## src/rtl/mdu_iter.sv

```systemverilog
// Iterative multiply/divide unit with architectural HI/LO registers.
// Define MDU_HILO_WRITE_EN to enable direct HI/LO writes (mthi/mtlo).
module mdu_iter #(
    parameter int WIDTH = 32
) (
    input  logic             clk,
    input  logic             rst,
    input  logic             start,
    input  logic             oper,
    input  logic             sign,
    input  logic [WIDTH-1:0] a,
    input  logic [WIDTH-1:0] b,
    input  logic             we_hi,
    input  logic             we_lo,
    input  logic [WIDTH-1:0] wdata,
    output logic             busy,
    output logic             done,
    output logic [WIDTH-1:0] hi,
    output logic [WIDTH-1:0] lo
);

    localparam int CW = $clog2(WIDTH);

    typedef enum logic [1:0] {
        IDLE,
        CALC,
        FIX
    } state_t;

    state_t state_q;
    state_t state_d;

    logic [CW-1:0]      cnt;
    logic [2*WIDTH-1:0] acc;
    logic [WIDTH-1:0]   bmag;
    logic [WIDTH-1:0]   araw;
    logic               op;
    logic               sgn;
    logic               an;
    logic               bn;
    logic               bzero;

    logic [WIDTH-1:0]   amag_in;
    logic [WIDTH-1:0]   bmag_in;
    logic [WIDTH:0]     madd;
    logic [WIDTH:0]     dtrial;
    logic [WIDTH:0]     dsub;
    logic [2*WIDTH-1:0] mul_next;
    logic [2*WIDTH-1:0] div_next;
    logic [2*WIDTH-1:0] prod;
    logic [WIDTH-1:0]   res_hi;
    logic [WIDTH-1:0]   res_lo;

`ifndef MDU_HILO_WRITE_EN
    logic unused_wr;
    assign unused_wr = ^{we_hi, we_lo, wdata};
`endif

    assign busy = (state_q != IDLE);

    always_ff @(posedge clk) begin
        if (rst) state_q <= IDLE;
        else     state_q <= state_d;
    end

    always_comb begin
        state_d = state_q;
        unique case (state_q)
            IDLE:    if (start) state_d = CALC;
            CALC:    if (cnt == CW'(WIDTH - 1)) state_d = FIX;
            FIX:     state_d = IDLE;
            default: state_d = IDLE;
        endcase
    end

    always_comb begin
        amag_in = (sign && a[WIDTH-1]) ? -a : a;
        bmag_in = (sign && b[WIDTH-1]) ? -b : b;
    end

    // Both modes keep the working operand in acc[WIDTH-1:0] and the
    // partial product / partial remainder in the upper half.
    always_comb begin
        madd     = {1'b0, acc[2*WIDTH-1:WIDTH]} + {1'b0, bmag};
        mul_next = acc[0] ? {madd, acc[WIDTH-1:1]}
                          : {1'b0, acc[2*WIDTH-1:1]};
        dtrial   = acc[2*WIDTH-1:WIDTH-1];
        dsub     = dtrial - {1'b0, bmag};
        div_next = dsub[WIDTH] ? {acc[2*WIDTH-2:0], 1'b0}
                               : {dsub[WIDTH-1:0], acc[WIDTH-2:0], 1'b1};
    end

    always_comb begin
        prod   = (sgn && (an ^ bn)) ? -acc : acc;
        res_hi = prod[2*WIDTH-1:WIDTH];
        res_lo = prod[WIDTH-1:0];
        if (op) begin
            if (bzero) begin
                res_lo = '1;
                res_hi = araw;
            end else begin
                res_lo = (sgn && (an ^ bn)) ? -acc[WIDTH-1:0]
                                            : acc[WIDTH-1:0];
                res_hi = (sgn && an) ? -acc[2*WIDTH-1:WIDTH]
                                     : acc[2*WIDTH-1:WIDTH];
            end
        end
    end

    always_ff @(posedge clk) begin
        if (rst) begin
            cnt   <= '0;
            acc   <= '0;
            bmag  <= '0;
            araw  <= '0;
            op    <= 1'b0;
            sgn   <= 1'b0;
            an    <= 1'b0;
            bn    <= 1'b0;
            bzero <= 1'b0;
            done  <= 1'b0;
            hi    <= '0;
            lo    <= '0;
        end else begin
            done <= 1'b0;
            unique case (state_q)
                IDLE: begin
                    if (start) begin
                        op    <= oper;
                        sgn   <= sign;
                        an    <= sign & a[WIDTH-1];
                        bn    <= sign & b[WIDTH-1];
                        araw  <= a;
                        bmag  <= bmag_in;
                        bzero <= (b == '0);
                        acc   <= {{WIDTH{1'b0}}, amag_in};
                        cnt   <= '0;
                    end
`ifdef MDU_HILO_WRITE_EN
                    else begin
                        if (we_hi) hi <= wdata;
                        if (we_lo) lo <= wdata;
                    end
`endif
                end
                CALC: begin
                    acc <= op ? div_next : mul_next;
                    cnt <= cnt + CW'(1);
                end
                FIX: begin
                    hi   <= res_hi;
                    lo   <= res_lo;
                    done <= 1'b1;
                end
                default: ;
            endcase
        end
    end

endmodule

```

## config.mk

```make
export PLATFORM = sky130hd
export DESIGN_NAME = mdu_iter
export DESIGN_NICKNAME = d
export VERILOG_FILES = /design/src/rtl/mdu_iter.sv
export SDC_FILE = /design/constraint.sdc
export NUM_CORES = 1
export LEC_CHECK = 0
export ABC_AREA = 1
export BUFFER_PORTS_ARGS = -buffer_cell sky130_fd_sc_hd__buf_2
export CAP_MARGIN = 20
export CORE_MARGIN = 2
export CORE_UTILIZATION = 60
export DETAILED_ROUTE_END_ITERATION = 10
export PLACE_DENSITY_LB_ADDON = 0.12
export SETUP_SLACK_MARGIN = 0.02
export SKIP_LAST_GASP = 1
export SYNTH_ARGS = -nofsm -noshare
export SYNTH_HDL_FRONTEND = slang
export SYNTH_SLANG_ARGS = --single-unit
```

## constraint.sdc

```tcl
create_clock -name clk -period 3.3 [get_ports clk]
set_input_delay 0.165 -clock clk [delete_from_list [all_inputs] [get_ports clk]]
set_output_delay 0.165 -clock clk [all_outputs]
set_load 0.005 [all_outputs]
```

# == Word-level counts from Yosys, hierarchy flattened ==
# Cells that the tools add are included.
# classes
n_addsub,8
multipliers,0
div_mod_pow,0
magnitude_cmp,0
eq_ne,5
shift,0
muxes,20
bitwise_logic,3
n_reduce_logical,11
# op_table
cell,count
$mux W64,5
$mux W32,8
$neg A32 Y32,4
$pmux W64 S2,1
$neg A64 Y64,1
$add A32 B32 Y33,1
$sub A33 B32 Y33,1
$logic_not A32 Y1,1
$pmux W5 S2,1
$reduce_and A2 Y1,3
$add A5 B1 Y5 const B,1
$eq A5 B5 Y1 const B,1
$mux W5,1
$logic_and A1 B1 Y1,4
$mux W2,2
$ne A2 B2 Y1 const B,2
$pmux W2 S2,1
$reduce_bool A2 Y1,2
$and A1 B1 Y1,2
$eq A2 B1 Y1 const B,1
$eq A2 B2 Y1 const B,1
$logic_not A2 Y1,1
$mux W1,1
$xor A1 B1 Y1,1
# totals
ff_bits,205
latchBits,0
ram_bits,0
romBits,0
mem_count,0

# == Logic depth before layout (Yosys ltp) ==
# depth
word_depth,5
mapped_depth,19
depth_no_buf,19

# == Least setup slack after synthesis ==
# No wires, ideal clock.
# synth_path
kind,reg2reg
startpoint,register acc[31]
endpoint,register acc[35]
setup_time_ps,138
arrival_ps,2143
required_ps,3162
setup_slack_ps,1019
stages_incl_launch_ff,19
n_path_buf,1
period_less_slack_ps,2281
path_cell_list,dfxtp_1 -> inv_1 -> ha_1 -> fa_1 -> inv_1 -> nand2_1 -> nand2_1 -> nand3_1 -> nand2_2 -> nand2_1 -> nand2_2 -> nand2_2 -> nand3_1 -> nand2_4 -> buf_4 -> nand2_1 -> nand3_1 -> nand2_1 -> a21oi_2
# synth_via
elab_chain_len,4
# synth_rtl
item,line_no,source
start: declaration,34,logic [2*WIDTH-1:0] acc;
start signal: assignment,136,"acc <= {{WIDTH{1'b0}}, amag_in};"
start signal: assignment,147,acc <= op ? div_next : mul_next;
$sub A33 B32 Y33,88,"dsub = dtrial - {1'b0, bmag};"
$mux W64,89,"div_next = dsub[WIDTH] ? {acc[2*WIDTH-2:0], 1'b0}"
$mux W64,147,
$pmux W64 S2,126,unique case (state_q)
# Every way passes these cells.
# A chain may end at the register's enable or synchronous reset.

# == Worst setup path in the final report ==
# layout_path
startpoint,register acc[31]
endpoint,register acc[58]
# The elaborated chain is that of the path after synthesis.

==> results.py <==
metrics = {
    "outcome": {
        "outcome": "finished, final reports clean",
    },
    "yosys": {
        "synth_top_area_cell": "dfxtp_1",
        "yosysWarnings": 0,
        "synth_top_area_frac": 0.222,
        "ys_types": 48,
        "synth_top_cells_by_area": "dfxtp_1 (22%), nand2_1 (18%), a21oi_1 (10%), inv_1 (9.5%), o21ai_0 (7.2%)",
        "synth_ff_type": "dfxtp_1",
        "synth_seq_cells": 205,
        "synth_area_um2": 18500,
        "syn_avg_cell_area_um2": 5.69,
        "synthTopCellsByCount": "nand2_1 (868), inv_1 (466), a21oi_1 (385)",
        "synth_most_common_cell": "nand2_1",
        "synth_nets": 3420,
        "seq_area_frac_synth": 0.222,
        "syn_inst": 3245,
        "async_flop_share": 0,
        "synth_edf_count": 0,
    },
    "layout": {
        "fillers": 2860,
        "nets": 3533,
        "seqCellArea_um2": 4110,
        "design_area_um2": 20700,
        "drive_gt1_frac": 0.0901,
        "fin_util": 0.681,
        "multi_input_area_um2": 12000,
        "fin_cells": 3771,
        "diodes": 0,
        "areaGrowthSynthToFinish_pct": 12.2,
    },
    "worst_setup_path": {
        "path_max_fanout": 24,
        "cp_slowest_cell": "fa_1",
        "crit_path_max_incr_delay_ns": 0.46,
        "r2r_slack_ns": 0.22,
        "crit_type": "register to register",
        "critPathTopFamily": "simple AND/OR/NAND/NOR gates",
        "start_kind": "register",
        "worstSetupEndpointType": "register",
        "cp_data_arrival_time_ns": 3.54,
        "cp.buffers_inverters": 3,
        "worstPathRequired_ns": 3.76,
        "crit_chain": "inv_1 -> ha_1 -> fa_1 -> inv_1 -> nand2_1 -> nand2_1 -> nand3_1 -> nand2_2 -> nand2_1 -> nand2_2 -> nand2_2 -> nand2_2 -> nand2_2 -> nand2_4 -> buf_4 -> nand3_1 -> nand2_1 -> nand2_1 -> a21oi_1",
    },
    "die": {
        "num_rows": 64,
        "start_util": 0.607,
        "die_x_um": 179,
        "io_pins": 169,
        "dieArea_um2": 32200,
        "core_um2": 30400,
        "die_height_um": 179,
    },
    "clock_tree": {
        "cts_sinks": 205,
        "cts_tree": "yes",
        "cts.clk_slew.worst_paths_ns": 0.07,
        "cts_buffers": 24,
        "clk_latency_ns": 0.56,
        "h-tree-depth": 1,
        "cts_resized": 0,
        "clock_path_buffers": 3,
        "clockRootBuffer": "clkbuf_16",
    },
    "sta": {
        "drv_slew": 0,
        "setup_tns_ns": 0,
        "clock.fmax_mhz": 325,
        "rsz0062_at_grt": "false",
        "fin_crit_sh": 0.934,
        "fin_crit_ns": 3.08,
        "hold_violations": 0,
        "max_slew.worst_pin.slew_ns": 0.873,
        "setup_viol": 0,
        "fin_worst_skew_ns": 0.0318,
        "slew_headroom": 0.418,
    },
    "detailed_routing": {
        "drc": 0,
        "routed_wl_mm": 75.2,
        "wl_per_cell_um": 19.9,
        "drtAntennaViolNets": 0,
        "num_vias": 22782,
        "dr.pass1.iters": 7,
        "first_iter_violations": 3602,
        "vias_per_cell": 6.04,
    },
    "pwr": {
        "cellLeakagePower_nw": 10.3,
        "power_density_nw_per_um2": 418,
        "finalPower_mw": 8.65,
        "irDropWorstVdd_uv": 472,
    },
    "placed_design": {
        "io_buffers": 134,
        "dpl.hpwl_mm": 56.4,
        "dpl_cell_area_um2": 19500,
        "place_inst": 3685,
        "place.gp.congestion": 1.07,
    },
    "global_route": {
        "grt_pass1_vias": 20036,
        "track_usage": 0.440,
        "grt_pass1_wl_mm": 113,
        "grt_max_degree": 72,
        "antenna_found_initial": 1,
        "gr-total-overflow": 0,
    },
    "job": {
        "maxCapViolations": 0,
    },
    "hold_path": {
        "hp-class": "primary input to register",
    },
}
-- power by group --
part | switching (mW) | internal [mW] | leakage (nW)
registers | 0.204 | 2.61 | 1.68
logic | 2.16 | 0.921 | 8.21
clock network | 1.17 | 1.58 | 0.396
total | 3.54 | 5.12 | 10.3
-- sequential cells by signal, summed over array words and instances (netlist names), 2 cells and up --
signal	count
acc	64
araw	32
bmag	32
cnt	5
hi	32
lo	32
state_q	2
-- worst reg2reg max path, cell delays in order (launching register included) --
cell	delay [ns]
dfxtp_1	0.39
inv_1	0.16
ha_1	0.27
fa_1	0.46
inv_1	0.11
nand2_1	0.05
nand2_1	0.08
nand3_1	0.08
nand2_2	0.12
nand2_1	0.07
nand2_2	0.09
nand2_2	0.08
nand2_2	0.08
nand2_2	0.07
nand2_4	0.25
buf_4	0.24
nand3_1	0.12
nand2_1	0.09
nand2_1	0.06
a21oi_1	0.12
-- cell type report --
| class | count | area share |
|---|---|---|
| clock buffers | 34 | 0.0342 |
| clock inverters | 9 | 0.00477 |
| inverters | 478 | 0.0869 |
| multi-input cells | 2417 | 0.578 |
| flip-flops and latches | 205 | 0.198 |
| well taps | 396 | 0.0239 |
| repair buffers | 232 | 0.0737 |
-- layer usage --
layer	up-vias	global-route usage	wire (um)
li1	10661	-	-
met4	4	0.132	2720
met5	-	0.0222	110
met3	189	0.141	12400
met2	1707	0.614	29200
met1	10221	0.638	30700
-- per-stage QoR --
stage	hold slack (ns)	setup slack, ns
6_report	0.0125	0.219
3_3_place_gp	0.442	0.434
4_1_cts	0.00186	0.295
2_1_floorplan	0.313	1.02
5_1_grt	0.0278	0.0436
3_5_place_dp	0.450	0.345
-- worst paths after layout --
check | end | cells after the start | from
worst max-delay path | acc[58] | 19 | acc[31]
worst min-delay path | araw[8] | 3 | a[8]
worst max register to register | acc[58] | 19 | acc[31]
worst min register to register | araw[28] | 2 | araw[28]
-- cell usage in the layout (no fill, tap or decap), types with 14 or more instances in the layout --
master,Yosys,routed
ha_1,70,70
nor3_1,39,38
nor2_1,299,297
nand2_1,868,867
xnor2_1,23,23
buf_4,1,54
buf_2,10,134
nand4_1,31,31
a21oi_1,385,385
nand3_1,203,203
dlygate4sd3_1,0,43
inv_1,466,465
dfxtp_1,205,204
clkbuf_16,0,24
xor2_1,66,66
a31oi_1,20,20
o21ai_0,265,265
o221ai_1,14,14
-- kinds of logic after synthesis --
logic type | Yosys count | share of synthesized area
xor+xnor | 89 | 0.0422
compound gates | 745 | 0.215
flops | 205 | 0.222
buf+inv | 623 | 0.130
fa+ha+maj | 72 | 0.0496
simple gates | 1511 | 0.341
-- what timing repair did --
item,4_1_cts,5_1_grt
endpoints found under the hold margin,44,0
setup buffers,0,0
hold buffers,43,0
Note: power is estimated with default switching activity, not from simulation.
